### config.mk
export PLATFORM = sky130hd
export DESIGN_NAME = cwc_host_ctrl
export DESIGN_NICKNAME = d
export VERILOG_FILES = /design/src/rtl/cwc_host_ctrl.sv
export SDC_FILE = /design/constraint.sdc
export NUM_CORES = 1
export LEC_CHECK = 0
export BUFFER_PORTS_ARGS = -buffer_cell sky130_fd_sc_hd__buf_2
export CAP_MARGIN = 20
export CORE_MARGIN = 10
export CORE_UTILIZATION = 45
export CTS_CLUSTER_SIZE = 14
export DETAILED_ROUTE_END_ITERATION = 8
export GPL_TIMING_DRIVEN = 1
export SKIP_LAST_GASP = 1
export SYNTH_ARGS = -nofsm -noshare
export SYNTH_HDL_FRONTEND = slang
export SYNTH_SLANG_ARGS = --single-unit
### constraint.sdc
create_clock -name clk -period 4.6 [get_ports clk]
set_input_delay 0.46 -clock clk [delete_from_list [all_inputs] [get_ports clk]]
set_output_delay 0.46 -clock clk [all_outputs]
set_load 0.1 [all_outputs]
### src/rtl/cwc_host_ctrl.sv
// cwc_host_ctrl: host-side command engine for the ChipWatcher debug hub.
//
// Parses a byte-stream command protocol from the host link and drives the
// hub control vector / reset pulse, or returns the hub status vector.
//   0x01 WRITE_CTRL + CB payload bytes (LSB byte first) -> ACK 0xA5
//   0x02 READ_STAT                                     -> SB status bytes (LSB first)
//   0x03 HUB_RESET  (RST_CYCLES-cycle cwc_rst pulse)   -> ACK 0xA5
//   other opcode, or payload stall of TIMEOUT_CYC idle cycles -> NAK 0xEE
//
// Ports:
//   clk, rst_n               clock, asynchronous active-low reset
//   rx_data/rx_valid/rx_ready  command/payload byte stream from host
//   tx_data/tx_valid/tx_ready  response byte stream to host
//   control                  hub control vector (updates atomically)
//   status                   hub status vector (sampled only on READ_STAT accept)
//   cwc_rst                  active-high hub reset pulse
//   busy                     FSM not idle
module cwc_host_ctrl #(
   parameter int CTRL_LEN    = 50,
   parameter int STAT_LEN    = 24,
   parameter int RST_CYCLES  = 4,
   parameter int TIMEOUT_CYC = 65535
) (
   input  logic                clk,
   input  logic                rst_n,
   input  logic [7:0]          rx_data,
   input  logic                rx_valid,
   output logic                rx_ready,
   output logic [7:0]          tx_data,
   output logic                tx_valid,
   input  logic                tx_ready,
   output logic [CTRL_LEN-1:0] control,
   input  logic [STAT_LEN-1:0] status,
   output logic                cwc_rst,
   output logic                busy
);

   localparam int CB    = (CTRL_LEN + 7) / 8;
   localparam int SB    = (STAT_LEN + 7) / 8;
   localparam int MAXB  = (CB > SB) ? CB : SB;
   localparam int CNT_W = $clog2(MAXB) + 1;
   // The idle/timeout counter doubles as the reset-pulse counter, so it is
   // sized for whichever of the two limits is larger.
   localparam int TMAX  = (TIMEOUT_CYC > RST_CYCLES) ? TIMEOUT_CYC : RST_CYCLES;
   localparam int TO_W  = $clog2(TMAX + 1);

   localparam logic [7:0] ACK = 8'hA5;
   localparam logic [7:0] NAK = 8'hEE;

   typedef enum logic [1:0] {IDLE, WR_DATA, SEND, RST_PULSE} state_e;

   state_e              state_q, state_d;
   logic [CNT_W-1:0]    cnt_q, cnt_d;     // payload byte index / tx byte index
   logic [CNT_W-1:0]    last_q, last_d;   // index of last response byte
   logic [TO_W-1:0]     to_q, to_d;
   logic [CTRL_LEN-1:0] wr_sh_q, wr_sh_d; // payload shadow, committed atomically
   logic [SB*8-1:0]     resp_q, resp_d;   // response byte queue
   logic [CTRL_LEN-1:0] control_q, control_d;
   logic                rst_q, rst_d;
   logic [SB*8-1:0]     stat_ext;
   logic                rx_fire, tx_fire;

   assign rx_ready = (state_q == IDLE) || (state_q == WR_DATA);
   assign tx_valid = (state_q == SEND);
   assign rx_fire  = rx_valid & rx_ready;
   assign tx_fire  = tx_valid & tx_ready;
   assign busy     = (state_q != IDLE);
   assign control  = control_q;
   assign cwc_rst  = rst_q;
   assign tx_data  = tx_valid ? resp_q[8*int'(cnt_q) +: 8] : 8'h00;

   // Status zero-extended to whole bytes.
   always_comb begin
      stat_ext = '0;
      stat_ext[STAT_LEN-1:0] = status;
   end

   always_comb begin
      state_d   = state_q;
      cnt_d     = cnt_q;
      last_d    = last_q;
      to_d      = to_q;
      wr_sh_d   = wr_sh_q;
      resp_d    = resp_q;
      control_d = control_q;
      rst_d     = rst_q;
      case (state_q)
         IDLE: begin
            if (rx_fire) begin
               cnt_d = '0;
               to_d  = '0;
               case (rx_data)
                  8'h01: state_d = WR_DATA;
                  8'h02: begin
                     resp_d  = stat_ext;
                     last_d  = CNT_W'(SB - 1);
                     state_d = SEND;
                  end
                  8'h03: begin
                     rst_d   = 1'b1;
                     state_d = RST_PULSE;
                  end
                  default: begin
                     resp_d      = '0;
                     resp_d[7:0] = NAK;
                     last_d      = '0;
                     state_d     = SEND;
                  end
               endcase
            end
         end
         WR_DATA: begin
            if (rx_fire) begin
               // Bits of the last byte above CTRL_LEN are simply not stored.
               for (int b = 0; b < 8; b++) begin
                  if (8*int'(cnt_q) + b < CTRL_LEN) wr_sh_d[8*int'(cnt_q) + b] = rx_data[b];
               end
               to_d = '0;
               if (cnt_q == CNT_W'(CB - 1)) begin
                  control_d   = wr_sh_d;
                  resp_d      = '0;
                  resp_d[7:0] = ACK;
                  last_d      = '0;
                  cnt_d       = '0;
                  state_d     = SEND;
               end else begin
                  cnt_d = cnt_q + CNT_W'(1);
               end
            end else if (to_q == TO_W'(TIMEOUT_CYC - 1)) begin
               // This idle cycle is the TIMEOUT_CYC-th: abort, control untouched.
               resp_d      = '0;
               resp_d[7:0] = NAK;
               last_d      = '0;
               cnt_d       = '0;
               state_d     = SEND;
            end else begin
               to_d = to_q + TO_W'(1);
            end
         end
         RST_PULSE: begin
            if (to_q == TO_W'(RST_CYCLES - 1)) begin
               rst_d       = 1'b0;
               resp_d      = '0;
               resp_d[7:0] = ACK;
               last_d      = '0;
               cnt_d       = '0;
               state_d     = SEND;
            end else begin
               to_d = to_q + TO_W'(1);
            end
         end
         SEND: begin
            if (tx_fire) begin
               if (cnt_q == last_q) state_d = IDLE;
               else                 cnt_d   = cnt_q + CNT_W'(1);
            end
         end
         default: state_d = IDLE;
      endcase
   end

   always_ff @(posedge clk or negedge rst_n) begin
      if (!rst_n) begin
         state_q   <= IDLE;
         cnt_q     <= '0;
         last_q    <= '0;
         to_q      <= '0;
         wr_sh_q   <= '0;
         resp_q    <= '0;
         control_q <= '0;
         rst_q     <= 1'b0;
      end else begin
         state_q   <= state_d;
         cnt_q     <= cnt_d;
         last_q    <= last_d;
         to_q      <= to_d;
         wr_sh_q   <= wr_sh_d;
         resp_q    <= resp_d;
         control_q <= control_d;
         rst_q     <= rst_d;
      end
   end

endmodule

# == Yosys cells after proc, flatten, opt, wreduce, memory -nomap -nowiden ==
# Index checks and enable logic that the tools add are counted.
# op_classes
n_eq_ne,21
reduce_logical,21
order_cmp,24
shift,1
addsub,9
bitwise,2
muxes,85
# ops
cell,count
50-bit two-way mux,22
50-bit bitwise mux,8
"32-bit by 7-bit < comparator with 1-bit output, second input constant",7
24-bit two-way mux,5
24-bit case mux with 3 select lines,1
16-bit two-way mux,4
"8-bit by 1-bit greater-or-equal comparator with 1-bit output, second input constant",7
"8-bit by 7-bit < comparator with 1-bit output, second input constant",7
16-bit case mux with 3 select lines,1
24-bit case mux with 2 select lines,1
1-bit demux with 6-bit select,7
4-bit two-way mux,10
"7-bit by 3-bit adder with 8-bit output, second input constant",4
24-bit by 8-bit variable part select with 8-bit output,1
"16-bit by 1-bit adder with 16-bit output, second input constant",1
"7-bit by 2-bit adder with 8-bit output, second input constant",2
"16-bit == test, second input constant",1
"16-bit by 2-bit == test with 1-bit output, second input constant",1
"8-bit by 2-bit == test with 1-bit output, second input constant",2
4-bit case mux with 4 select lines,1
2-bit two-way mux,7
4-bit case mux with 3 select lines,1
6-bit AND reduction,2
1-bit two-way mux,11
other kinds (31),49
# word_totals
in_bits,36
regBits,151
out_inout_bits,62

# == Logic depth before layout (Yosys ltp) ==
# depth
ltp_word,34
mapped_depth,9
ltp_nobuf,7

# == Worst setup path before layout ==
# OpenSTA, ideal clock, no wires.
# synth_timing
path_kind,register to output
startpoint,reg state_q[0]
endpoint,out tx_data[0]
t_arrival_ns,3.105
slack_ns,1.035
required_ns,4.140
path_stages_with_launch,6
cell_sequence,dfrtp_1 inv_1 ha_1 clkbuf_1 nand2_1 nor2_1
# synth_via
elab_chain_len,2
# synth_rtl
item,line,source
start: declaration,52,"state_e state_q, state_d;"
start signal: assignment,173,state_q <= state_d;
2-bit == test,64,assign tx_valid = (state_q == SEND);
via tx_valid,30,"output logic tx_valid,"
8-bit two-way mux,70,assign tx_data = tx_valid ? resp_q[8*int'(cnt_q) +: 8] : 8'h00;
end: declaration,29,"output logic [7:0] tx_data,"
# The timed path passes the listed nets, and every way through them passes these cells.

# == Worst setup path in the final report ==
# layout_timing
startpoint,reg cnt_q[0]
endpoint,reg resp_q[10]
# layout_via
elab_chain_len,3
# layout_rtl
item,line,source
start: declaration,53,"logic [CNT_W-1:0] cnt_q, cnt_d;"
start signal: assignment,174,cnt_q <= cnt_d;
4-bit by 3-bit == test with 1-bit output,119,if (cnt_q == CNT_W'(CB - 1)) begin
3-bit by 2-bit inequality test with 1-bit output (no source line),-,
6-bit AND reduction (no source line),-,
end signal: assignment,178,resp_q <= resp_d;
end: declaration,57,"logic [SB*8-1:0] resp_q, resp_d;"
# Every way passes these cells.
# A chain may end at the register's enable or synchronous reset.

==> results.py <==
metrics = {
    "clock_network": {
        "cts_max_level": 4,
        "cts_buffers": 17,
        "clk_pin_slew_ps": 60,
        "clock_sinks": 148,
        "cts_resized": 0,
        "clock-root-buffer": "clkbuf_16",
        "cts_tree": "yes",
        "cts_buffer_depth": 2,
        "clk_latency_ps": 430,
        "postCtsHoldBufs": 0,
        "postCtsSetupBuffers": 0,
    },
    "setup_path": {
        "critPathLaunchType": "flip-flop",
        "cp_top_family": "simple AND/OR/NAND/NOR gates",
        "cpMaxStageDelayCell": "nor4b_4",
        "critPathKind": "reg2reg",
        "cp.required_ps": 4960,
        "cpPeakStageDelay_ps": 940,
        "cp.buffers_inverters": 1,
        "cp_data_arrival_time_ps": 3560,
        "crit_path_end_kind": "flip-flop",
        "cp_cell_sequence": "inv_1 -> ha_1 -> nand3b_4 -> a31o_2 -> nor3_4 -> nor4b_4 -> a22o_1",
        "critical_path.max_fanout": 21,
    },
    "drt": {
        "drt-total-wl_um": 17300,
        "post_drt_wl_per_cell_um": 18.0,
        "drt_iter0_drc": 359,
        "num_vias": 5242,
        "drc_errors": 0,
        "ant_nets": 0,
        "drt_pass1_iterations": 4,
        "vias_per_cell": 5.45,
    },
    "synthesis": {
        "async_flop_share_pct": 100,
        "syn_area_per_cell_um2": 10.9,
        "synth_edf_count": 0,
        "synth_area_mm2": 0.00715,
        "synth_fp_nets": 703,
        "ys_warn_count": 0,
        "ys_ff_latch": 148,
        "ys_seq_area_share_pct": 51.8,
        "yosysUniqueCellTypes": 55,
        "synthFlopType": "dfrtp_1",
        "syn-instance-count": 658,
    },
    "place": {
        "placed_cell_area_mm2": 0.00775,
        "numPortBuffers": 97,
        "gp_congestion": 0.833,
        "dp_hpwl_um": 11900,
        "post-place-ws_ps": 1420,
    },
    "timing": {
        "rsz0062_at_grt": "false",
        "report.final.slew_viol_count": 0,
        "fin_ws_ps": 1400,
        "slew_headroom_pct": 27.4,
        "tightest_slew_ps": 1090,
        "setup_viol": 0,
        "skew_ps": 8.84,
        "period_share_pct": 69.6,
        "clock.fmax_mhz": 312,
        "fin_setup_tns_ps": 0,
        "holdWs_ps": 259,
        "hold_viol": 0,
        "fin_crit_ps": 3200,
    },
    "global_routing": {
        "grt_util_all_layers_pct": 16.5,
        "grt_pass1_wl_um": 28700,
        "grt_antenna_before_repair": 0,
        "grt_max_degree": 121,
        "grt_pass1_vias": 5409,
        "gr-total-overflow": 0,
    },
    "final_layout": {
        "antennaDiodeCount": 0,
        "layout_common_cells": "dfrtp_1, buf_2, nor2_1",
        "fin_nets": 777,
        "area_growth_pct": 17.4,
        "post-route-util_pct": 53.4,
        "final_common_cell": "dfrtp_1",
        "layout-drive-gt1-share_pct": 27.9,
        "design_area_mm2": 0.00839,
    },
    "power_and_ir_drop": {
        "p_leak_nw": 4.19,
        "ir_worst_vdd_v": 0.000346,
        "powerDensity_mw_per_mm2": 446,
    },
    "floorplan": {
        "pin_count": 98,
        "coreArea_mm2": 0.0157,
        "die_area_mm2": 0.0213,
        "die_h_um": 146,
        "initial_core_util_pct": 45.5,
        "die_w_um": 146,
        "std_cell_rows": 46,
    },
    "hold_path": {
        "hold_class": "in2reg",
    },
    "run_status": {
        "outcome": "finished, final reports clean",
    },
    "flow_run": {
        "cap_violations": 0,
    },
}
[through the flow]
| step | cells | total power [mW] |
|---|---|---|
| 3_5_place_dp | 926 | 2.33 |
| 5_1_grt | 961 | 3.90 |
| 6_report | 961 | 3.74 |
| 4_1_cts | 958 | 3.77 |
| 3_3_place_gp | 926 | 2.32 |
| 2_1_floorplan | 658 | 2.14 |
[worst register-to-register path, stage by stage, from the launching register on]
cell	delay, ps
dfrtp_1	660
inv_1	260
ha_1	230
nand3b_4	110
a31o_2	320
nor3_4	320
nor4b_4	940
a22o_1	290
[final cells by class]
| class | instances | area (um2) |
|---|---|---|
| clock buffer | 18 | 439 |
| clock inverter | 14 | 161 |
| fill | 1431 | 7320 |
| inverter | 11 | 41.3 |
| multi-input combinational | 450 | 3210 |
| sequential | 148 | 3700 |
| tap | 216 | 270 |
| timing repair buffer | 104 | 564 |
[power breakdown]
| part | total (mW) | leakage [nW] | internal, mW | switching, mW |
|---|---|---|---|---|
| clock | 1.43 | 0.296 | 0.830 | 0.599 |
| combinational | 0.956 | 1.86 | 0.241 | 0.715 |
| sequential | 1.36 | 2.03 | 1.32 | 0.0368 |
[routing by layer]
metal / vias to the layer above / global-route usage, % / wire [um]
li1: 2496 / - / -
met1: 2600 / 21.7 / 8250
met2: 122 / 26.3 / 8140
met3: 24 / 3.74 / 628
met4: 0 / 5.66 / 272
met5: - / 0 / 0
[path summary, 6_finish.rpt]
path | start | to | cells after the start | slack, ps
worst min register to register | resp_q[8]$_DFFE_PN0P_ | resp_q[8]$_DFFE_PN0P_ | 1 | 510
worst max register to register | cnt_q[0]$_DFFE_PN0P_ | resp_q[10]$_DFFE_PN0P_ | 7 | 1400
max in group asynchronous | rst_n | control[28]$_DFFE_PN0P_ | 3 | 3400
worst max-delay path | cnt_q[0]$_DFFE_PN0P_ | resp_q[10]$_DFFE_PN0P_ | 7 | 1400
min in group asynchronous | rst_n | to_q[11]$_DFFE_PN0P_ | 2 | 460
worst min-delay path | status[14] | resp_q[14]$_DFFE_PN0P_ | 2 | 260
[flip-flops by register name, indices dropped and copies added (netlist names)]
name,flops
last_q,1
wr_sh_q,50
cwc_rst,1
control,50
to_q,16
cnt_q,4
resp_q,24
state_q,2
[kinds of logic (layout without fill, tap and decap cells)]
| family | after synthesis | after routing | synth area share (%) |
|---|---|---|---|
| adder cells (fa/ha/maj) | 9 | 9 | 1.57 |
| XOR/XNOR | 2 | 2 | 0.245 |
| AO/OA/AOI/OAI | 133 | 133 | 11.4 |
| multiplexers | 118 | 118 | 17.6 |
| AND/OR/NAND/NOR | 188 | 188 | 13.9 |
| buffers and inverters | 60 | 147 | 3.55 |
| flip-flops | 148 | 148 | 51.8 |
[Yosys cell counts (2+ instances only)]
library cell | instances | area share (%)
clkbuf_1 | 31 | 1.6
nand3_1 | 13 | 0.91
dfrtp_1 | 148 | 52
ha_1 | 9 | 1.6
mux2_4 | 2 | 0.42
o21ai_0 | 12 | 0.84
nor3_1 | 7 | 0.49
a22o_1 | 17 | 2.1
nand3b_1 | 3 | 0.31
nor4_1 | 8 | 0.70
nand2b_1 | 5 | 0.44
or3_1 | 3 | 0.26
a21oi_1 | 72 | 5.0
and4_1 | 2 | 0.24
nor2_1 | 87 | 4.6
nand4_2 | 2 | 0.35
mux2i_1 | 63 | 8.8
or4_1 | 4 | 0.42
mux2_2 | 53 | 8.3
a311o_1 | 3 | 0.42
and3_1 | 4 | 0.35
a311oi_1 | 2 | 0.24
a31oi_1 | 4 | 0.35
buf_2 | 17 | 1.2
inv_1 | 11 | 0.58
o211ai_1 | 2 | 0.21
o41ai_1 | 2 | 0.24
nor2b_1 | 9 | 0.79
or2_2 | 3 | 0.26
nand4b_1 | 2 | 0.24
and2_1 | 2 | 0.17
nand2_1 | 20 | 1.0
nand4_1 | 4 | 0.35
o31ai_1 | 11 | 1.2
No activity file was read; power rests on OpenSTA's default activity.
